File: src/rtl/alu_cmd_sequencer_pkg.sv
// Shared definitions for the ALU command sequencer: default sizes and FSM state encoding.
package alu_cmd_sequencer_pkg;

  localparam int unsigned DefW     = 4;
  localparam int unsigned DefSelW  = 4;
  localparam int unsigned DefDepth = 4;

  typedef enum logic [1:0] {
    StIdle  = 2'd0,
    StDrive = 2'd1,
    StHold  = 2'd2
  } state_e;

endpackage

File: src/rtl/alu_cmd_fifo.sv
// Command FIFO: synchronous push/pop, count-based full/empty, sync flush, async reset.
// Storage is not reset; only pointers and count are.
module alu_cmd_fifo #(
  parameter int unsigned DW    = 12,
  parameter int unsigned DEPTH = 4,
  localparam int unsigned PW   = $clog2(DEPTH),
  localparam int unsigned CW   = PW + 1
) (
  input  logic          clk,
  input  logic          rst,
  input  logic          flush,
  input  logic          push,
  input  logic          pop,
  input  logic [DW-1:0] wdata,
  output logic [DW-1:0] rdata,
  output logic [CW-1:0] count,
  output logic          full,
  output logic          empty
);

  logic [DW-1:0] mem_q [DEPTH];
  logic [PW-1:0] wr_ptr_q, rd_ptr_q;
  logic [CW-1:0] count_q, count_d;
  logic          push_en, pop_en;

  assign full    = (count_q == CW'(DEPTH));
  assign empty   = (count_q == '0);
  assign count   = count_q;
  assign rdata   = mem_q[rd_ptr_q];
  // Flush discards any handshake in the same cycle.
  assign push_en = push && !full && !flush;
  assign pop_en  = pop && !empty && !flush;

  // Next count from the push/pop pair; simultaneous push and pop leaves it unchanged.
  always_comb begin
    count_d = count_q;
    case ({push_en, pop_en})
      2'b10:   count_d = count_q + CW'(1);
      2'b01:   count_d = count_q - CW'(1);
      default: count_d = count_q;
    endcase
  end

  // Storage write; no reset on data.
  always_ff @(posedge clk) begin
    if (push_en) begin
      mem_q[wr_ptr_q] <= wdata;
    end
  end

  // Pointers wrap naturally since DEPTH is a power of two.
  always_ff @(posedge clk or posedge rst) begin
    if (rst) begin
      wr_ptr_q <= '0;
      rd_ptr_q <= '0;
      count_q  <= '0;
    end else if (flush) begin
      wr_ptr_q <= '0;
      rd_ptr_q <= '0;
      count_q  <= '0;
    end else begin
      if (push_en) wr_ptr_q <= wr_ptr_q + PW'(1);
      if (pop_en)  rd_ptr_q <= rd_ptr_q + PW'(1);
      count_q <= count_d;
    end
  end

endmodule

File: src/rtl/alu_cmd_sequencer.sv
// Issue stage for the 4-bit ALU: queues commands, drives the ALU one cycle per command,
// captures its result and offers it downstream with valid/ready.
module alu_cmd_sequencer
  import alu_cmd_sequencer_pkg::*;
#(
  parameter int unsigned W     = DefW,
  parameter int unsigned SELW  = DefSelW,
  parameter int unsigned DEPTH = DefDepth
) (
  input  logic            clk,
  input  logic            rst,
  input  logic            flush,
  input  logic            cmd_valid,
  output logic            cmd_ready,
  input  logic [W-1:0]    cmd_a,
  input  logic [W-1:0]    cmd_b,
  input  logic [SELW-1:0] cmd_sel,
  output logic [W-1:0]    alu_a,
  output logic [W-1:0]    alu_b,
  output logic [SELW-1:0] alu_sel,
  output logic            alu_en,
  input  logic [W-1:0]    alu_result,
  output logic            res_valid,
  input  logic            res_ready,
  output logic [W-1:0]    res_data,
  output logic            busy
);

  localparam int unsigned DW = 2 * W + SELW;
  localparam int unsigned CW = $clog2(DEPTH) + 1;

  state_e          state_q, state_d;
  logic [W-1:0]    alu_a_q, alu_a_d, alu_b_q, alu_b_d;
  logic [SELW-1:0] alu_sel_q, alu_sel_d;
  logic            alu_en_q, alu_en_d;
  logic            res_valid_q, res_valid_d;
  logic [W-1:0]    res_data_q, res_data_d;

  logic            fifo_push, fifo_pop, fifo_full, fifo_empty;
  logic [DW-1:0]   fifo_rdata;
  logic [CW-1:0]   fifo_count;

  assign cmd_ready = !fifo_full;
  assign fifo_push = cmd_valid && !fifo_full;

  alu_cmd_fifo #(
    .DW    (DW),
    .DEPTH (DEPTH)
  ) u_fifo (
    .clk   (clk),
    .rst   (rst),
    .flush (flush),
    .push  (fifo_push),
    .pop   (fifo_pop),
    .wdata ({cmd_a, cmd_b, cmd_sel}),
    .rdata (fifo_rdata),
    .count (fifo_count),
    .full  (fifo_full),
    .empty (fifo_empty)
  );

  // Next-state: issue from IDLE/HOLD, capture in DRIVE, hold result until accepted.
  always_comb begin
    state_d     = state_q;
    alu_a_d     = alu_a_q;
    alu_b_d     = alu_b_q;
    alu_sel_d   = alu_sel_q;
    alu_en_d    = 1'b0;
    res_valid_d = res_valid_q;
    res_data_d  = res_data_q;
    fifo_pop    = 1'b0;

    case (state_q)
      StIdle: begin
        if (!fifo_empty) begin
          fifo_pop                      = 1'b1;
          {alu_a_d, alu_b_d, alu_sel_d} = fifo_rdata;
          alu_en_d                      = 1'b1;
          state_d                       = StDrive;
        end
      end
      StDrive: begin
        res_data_d  = alu_result;
        res_valid_d = 1'b1;
        state_d     = StHold;
      end
      StHold: begin
        if (res_ready) begin
          res_valid_d = 1'b0;
          if (!fifo_empty) begin
            fifo_pop                      = 1'b1;
            {alu_a_d, alu_b_d, alu_sel_d} = fifo_rdata;
            alu_en_d                      = 1'b1;
            state_d                       = StDrive;
          end else begin
            state_d = StIdle;
          end
        end
      end
      default: state_d = StIdle;
    endcase

    // Flush wins over everything: drops queued, in-flight and held results.
    if (flush) begin
      state_d     = StIdle;
      alu_a_d     = '0;
      alu_b_d     = '0;
      alu_sel_d   = '0;
      alu_en_d    = 1'b0;
      res_valid_d = 1'b0;
      res_data_d  = '0;
      fifo_pop    = 1'b0;
    end
  end

  // State, ALU-drive and result registers.
  always_ff @(posedge clk or posedge rst) begin
    if (rst) begin
      state_q     <= StIdle;
      alu_a_q     <= '0;
      alu_b_q     <= '0;
      alu_sel_q   <= '0;
      alu_en_q    <= 1'b0;
      res_valid_q <= 1'b0;
      res_data_q  <= '0;
    end else begin
      state_q     <= state_d;
      alu_a_q     <= alu_a_d;
      alu_b_q     <= alu_b_d;
      alu_sel_q   <= alu_sel_d;
      alu_en_q    <= alu_en_d;
      res_valid_q <= res_valid_d;
      res_data_q  <= res_data_d;
    end
  end

  assign alu_a     = alu_a_q;
  assign alu_b     = alu_b_q;
  assign alu_sel   = alu_sel_q;
  assign alu_en    = alu_en_q;
  assign res_valid = res_valid_q;
  assign res_data  = res_data_q;
  assign busy      = (fifo_count != '0) || (state_q != StIdle);

endmodule
File: config.mk
export PLATFORM = sky130hd
export DESIGN_NAME = alu_cmd_sequencer
export DESIGN_NICKNAME = d
export VERILOG_FILES = /design/src/rtl/alu_cmd_sequencer_pkg.sv /design/src/rtl/alu_cmd_fifo.sv /design/src/rtl/alu_cmd_sequencer.sv
export SDC_FILE = /design/constraint.sdc
export NUM_CORES = 1
export LEC_CHECK = 0
export BUFFER_PORTS_ARGS = -buffer_cell sky130_fd_sc_hd__buf_2
export CAP_MARGIN = 20
export CORE_MARGIN = 4
export CORE_UTILIZATION = 37
export CTS_BUF_LIST = sky130_fd_sc_hd__clkbuf_8 sky130_fd_sc_hd__clkbuf_16
export DETAILED_ROUTE_END_ITERATION = 16
export GPL_TIMING_DRIVEN = 0
export PLACE_DENSITY = 0.53
export SYNTH_ARGS = -nofsm -noshare
export SYNTH_HDL_FRONTEND = slang
export SYNTH_HIERARCHICAL = 1
export SYNTH_SLANG_ARGS = --single-unit
export TNS_END_PERCENT = 5
File: constraint.sdc
create_clock -name clk -period 2.9 [get_ports clk]
set_clock_uncertainty 0.05 [all_clocks]
set_input_delay 0.145 -clock clk [delete_from_list [all_inputs] [get_ports clk]]
set_output_delay 0.145 -clock clk [all_outputs]
set_load 0.02 [all_outputs]
==> impl_metrics.yaml <==
run_status:
  status: "finished, final reports clean"
global_route:
  grt_pass1_vias: 1852
  grt_usage_pct: 12.5
  grt_pass1_wl_um: 9680
  antenna_found_initial: 0
  grt_max_degree: 21
  overflow: 0
logic_synthesis:
  syn_inst: 210
  synth_top_cell_by_area: "edfxtp_1"
  ys_seq_area_share_pct: 64.4
  syn_nets: 236
  synth_area_leaders: "edfxtp_1, dfrtp_1, mux4_2, mux2i_1, nand2b_1"
  yosysWarnings: 6
  ys_seq_elements: 75
  yosysTopAreaCellShare_pct: 43.9
  yosysUniqueCellTypes: 39
  netlist_area_um2: 3290
  syn_area_per_cell_um2: 15.7
min_path:
  hold_end: "alu_a[1]$_DFFE_PP0P_"
  hp-start: "flush"
  hold_path_class: "in -> reg"
  hold_depth: 3
timing:
  finalWorstSetupSlack_ps: 209
  post-route-period-util_pct: 92.8
  tightest_slew_ps: 776
  layout_min_cycle_time_ps: 2690
  hold_viol: 0
  setup_tns_ps: 0
  relSlewSlack_pct: 48.2
  whs_ps: 85.8
  slew_violations: 0
  setup_viol: 0
  grt_setup_unrepaired: "no"
  timing.fmax_mhz: 372
power:
  share_comb_of_total_power_pct: 26.3
  switchingPower_mw: 0.847
  swShare_pct: 30.6
  power_frac_seq_pct: 47.9
  p_int_mw: 1.92
  power_density_nw_per_um2: 692
  fin_total_pwr_mw: 2.77
  p_leak_nw: 1.62
  power_frac_clock_pct: 25.7
  ir_drop_mv: 0.263
drt:
  ant_nets: 0
  drtIter0Drc: 81
  via_per_inst: 4.56
  wl_per_cell_um: 15.0
  first_pass_iters: 4
  vias: 1798
  remaining_drc_errors: 0
  routed_wl_um: 5900
cells_and_area:
  drive_gt1_share_pct: 30.1
  n_antenna_cell: 0
  final_cell_mix: "edfxtp_1, buf_2, nand2b_1"
  layout.cells.non_filler: 394
  final_area_um2: 4000
  final_common_cell: "edfxtp_1"
  syn2layout_area_growth_pct: 21.5
  fin_nets: 307
  fillers: 824
  utilization_pct: 46.0
worst_setup_path:
  worstReg2RegStart: "u_fifo/count[2]$_DFFE_PP0P_"
  slowest_stage: "fa_1"
  required_ps: 3060
  crit_fanout: 10
  path_class: "reg -> reg"
  start_kind: "flop"
  max_stage_delay_ps: 490
  crit_arrival_ps: 2850
  rr_endpoint: "u_fifo/count[1]$_DFFE_PP0P_"
  worstPathCellList: "buf_6 > nor3_2 > a211oi_4 > nor2b_1 > buf_2 > nand2b_1 > a211oi_1 > fa_1 > o311a_1 > a21oi_1 > nor3_1"
  r2r_slack_ps: 210
  endpoint_kind: "flop"
  rr_worst_depth: 11
place:
  portBuffers: 40
  gp_congestion: 0.737
  hpwl_um: 3960
  post-place-ws_ps: -53.6
  dpl_cell_area_um2: 3620
  dp.cells: 358
floorplanning:
  coreArea_um2: 8680
  initial_core_util_pct: 37.9
  io_pins: 41
  fp.dieArea_um2: 10500
  fp.dieW_um: 102
  rows: 34
  die_h_um: 102
clock_tree:
  tritoncts: "done"
  clock_sinks: 75
  clkTransAtPathRegs_ps: 80
  cts_max_path_buffers: 2
  cts_made_buffers: 9
  htreeDepth: 3
  clk_latency_ps: 350
  cts_root_buf: "clkbuf_8"
job:
  drv_cap: 0
[power by group through the flow]
| stage | clock network, mW | registers, mW | logic, mW |
|---|---|---|---|
| final | 0.712 | 1.32 | 0.729 |
| after global routing | 0.801 | 1.34 | 0.801 |
| after floorplan | 0 | 1.41 | 0.458 |
| after global placement | 0 | 1.35 | 0.702 |
| after detailed placement | 0 | 1.35 | 0.705 |
| after CTS | 0.748 | 1.33 | 0.725 |
[state kept, by name (all words and copies together), names as in the netlist, 2 cells and up]
name             count
state_q              2
res_data             4
alu_b                4
u_fifo/wr_ptr_q      2
alu_a                4
u_fifo/rd_ptr_q      2
alu_sel              4
u_fifo/mem_q        48
u_fifo/count         3
[critical path: cells and delay by family, from the launching register on]
family / cells / cell delay, ps
buf+inv: 2 / 400
flops: 1 / 380
fa+ha+maj: 1 / 490
simple gates: 4 / 500
compound gates: 4 / 740
[per-layer routing]
layer	wire length [µm]	vias up	GRT usage, %
met4	114	0	4.84
met2	2570	48	18.5
met1	2800	845	17.1
met3	409	10	4.30
met5	0	-	0
li1	-	895	-
[Yosys cell counts, drive strengths merged]
master	n
edfxtp	48
dfrtp	27
nand2b	27
mux2i	18
nor2	13
mux4	12
buf	8
inv	8
and2	5
nor2b	5
a21oi	4
clkbuf	4
ha	4
nand3	3
xor2	3
a211oi	2
nand2	2
nor3	2
o21ai	2
xnor2	2
a21bo	1
a21o	1
a311oi	1
and2b	1
fa	1
mux2	1
nand3b	1
nor4	1
o22ai	1
o311a	1
o31a	1
[worst max-delay path by stage]
stage,slack [ps],endpoint,depth (start not counted),from
2_1_floorplan,290,u_fifo/count[1]$_DFFE_PP0P_,10,u_fifo/count[0]$_DFFE_PP0P_
3_3_place_gp,-80,u_fifo/count[1]$_DFFE_PP0P_,10,u_fifo/count[0]$_DFFE_PP0P_
3_5_place_dp,-50,u_fifo/count[1]$_DFFE_PP0P_,10,u_fifo/count[0]$_DFFE_PP0P_
4_1_cts,9,u_fifo/count[1]$_DFFE_PP0P_,11,u_fifo/count[2]$_DFFE_PP0P_
5_1_grt,60,u_fifo/count[1]$_DFFE_PP0P_,11,u_fifo/count[2]$_DFFE_PP0P_
6_report,210,u_fifo/count[1]$_DFFE_PP0P_,11,u_fifo/count[2]$_DFFE_PP0P_
[what timing repair did]
action | in CTS | in global routing
setup buffers | 0 | 2
endpoints found under the setup margin | 2 | 2
cloned | 0 | 0
pin swaps | 0 | 1
hold endpoints to repair | 80 | 0
gates resized for setup | 2 | 0
hold buffers | 18 | 0
[final cells by class]
class | instances | area, µm² | share of cell area, %
Timing Repair Buffer | 60 | 395 | 9.90
Inverter | 8 | 30.0 | 0.752
Sequential cell | 75 | 2120 | 53.1
Buffer | 12 | 104 | 2.60
Multi-Input combinational cell | 115 | 1040 | 25.9
Tap cell | 108 | 135 | 3.38
Clock buffer | 9 | 124 | 3.10
Clock inverter | 7 | 51.3 | 1.28
[cells by family after synthesis]
family                     synth area share, %
muxes                                     14.0
DFF                                       64.4
AOI/OAI and AO/OA                         3.31
buffers and inverters                     4.07
adders and majority gates                 2.13
and+or+nand+nor                           10.7
xor gates and xnor gates                  1.33
(Power assumes the default switching activity.)
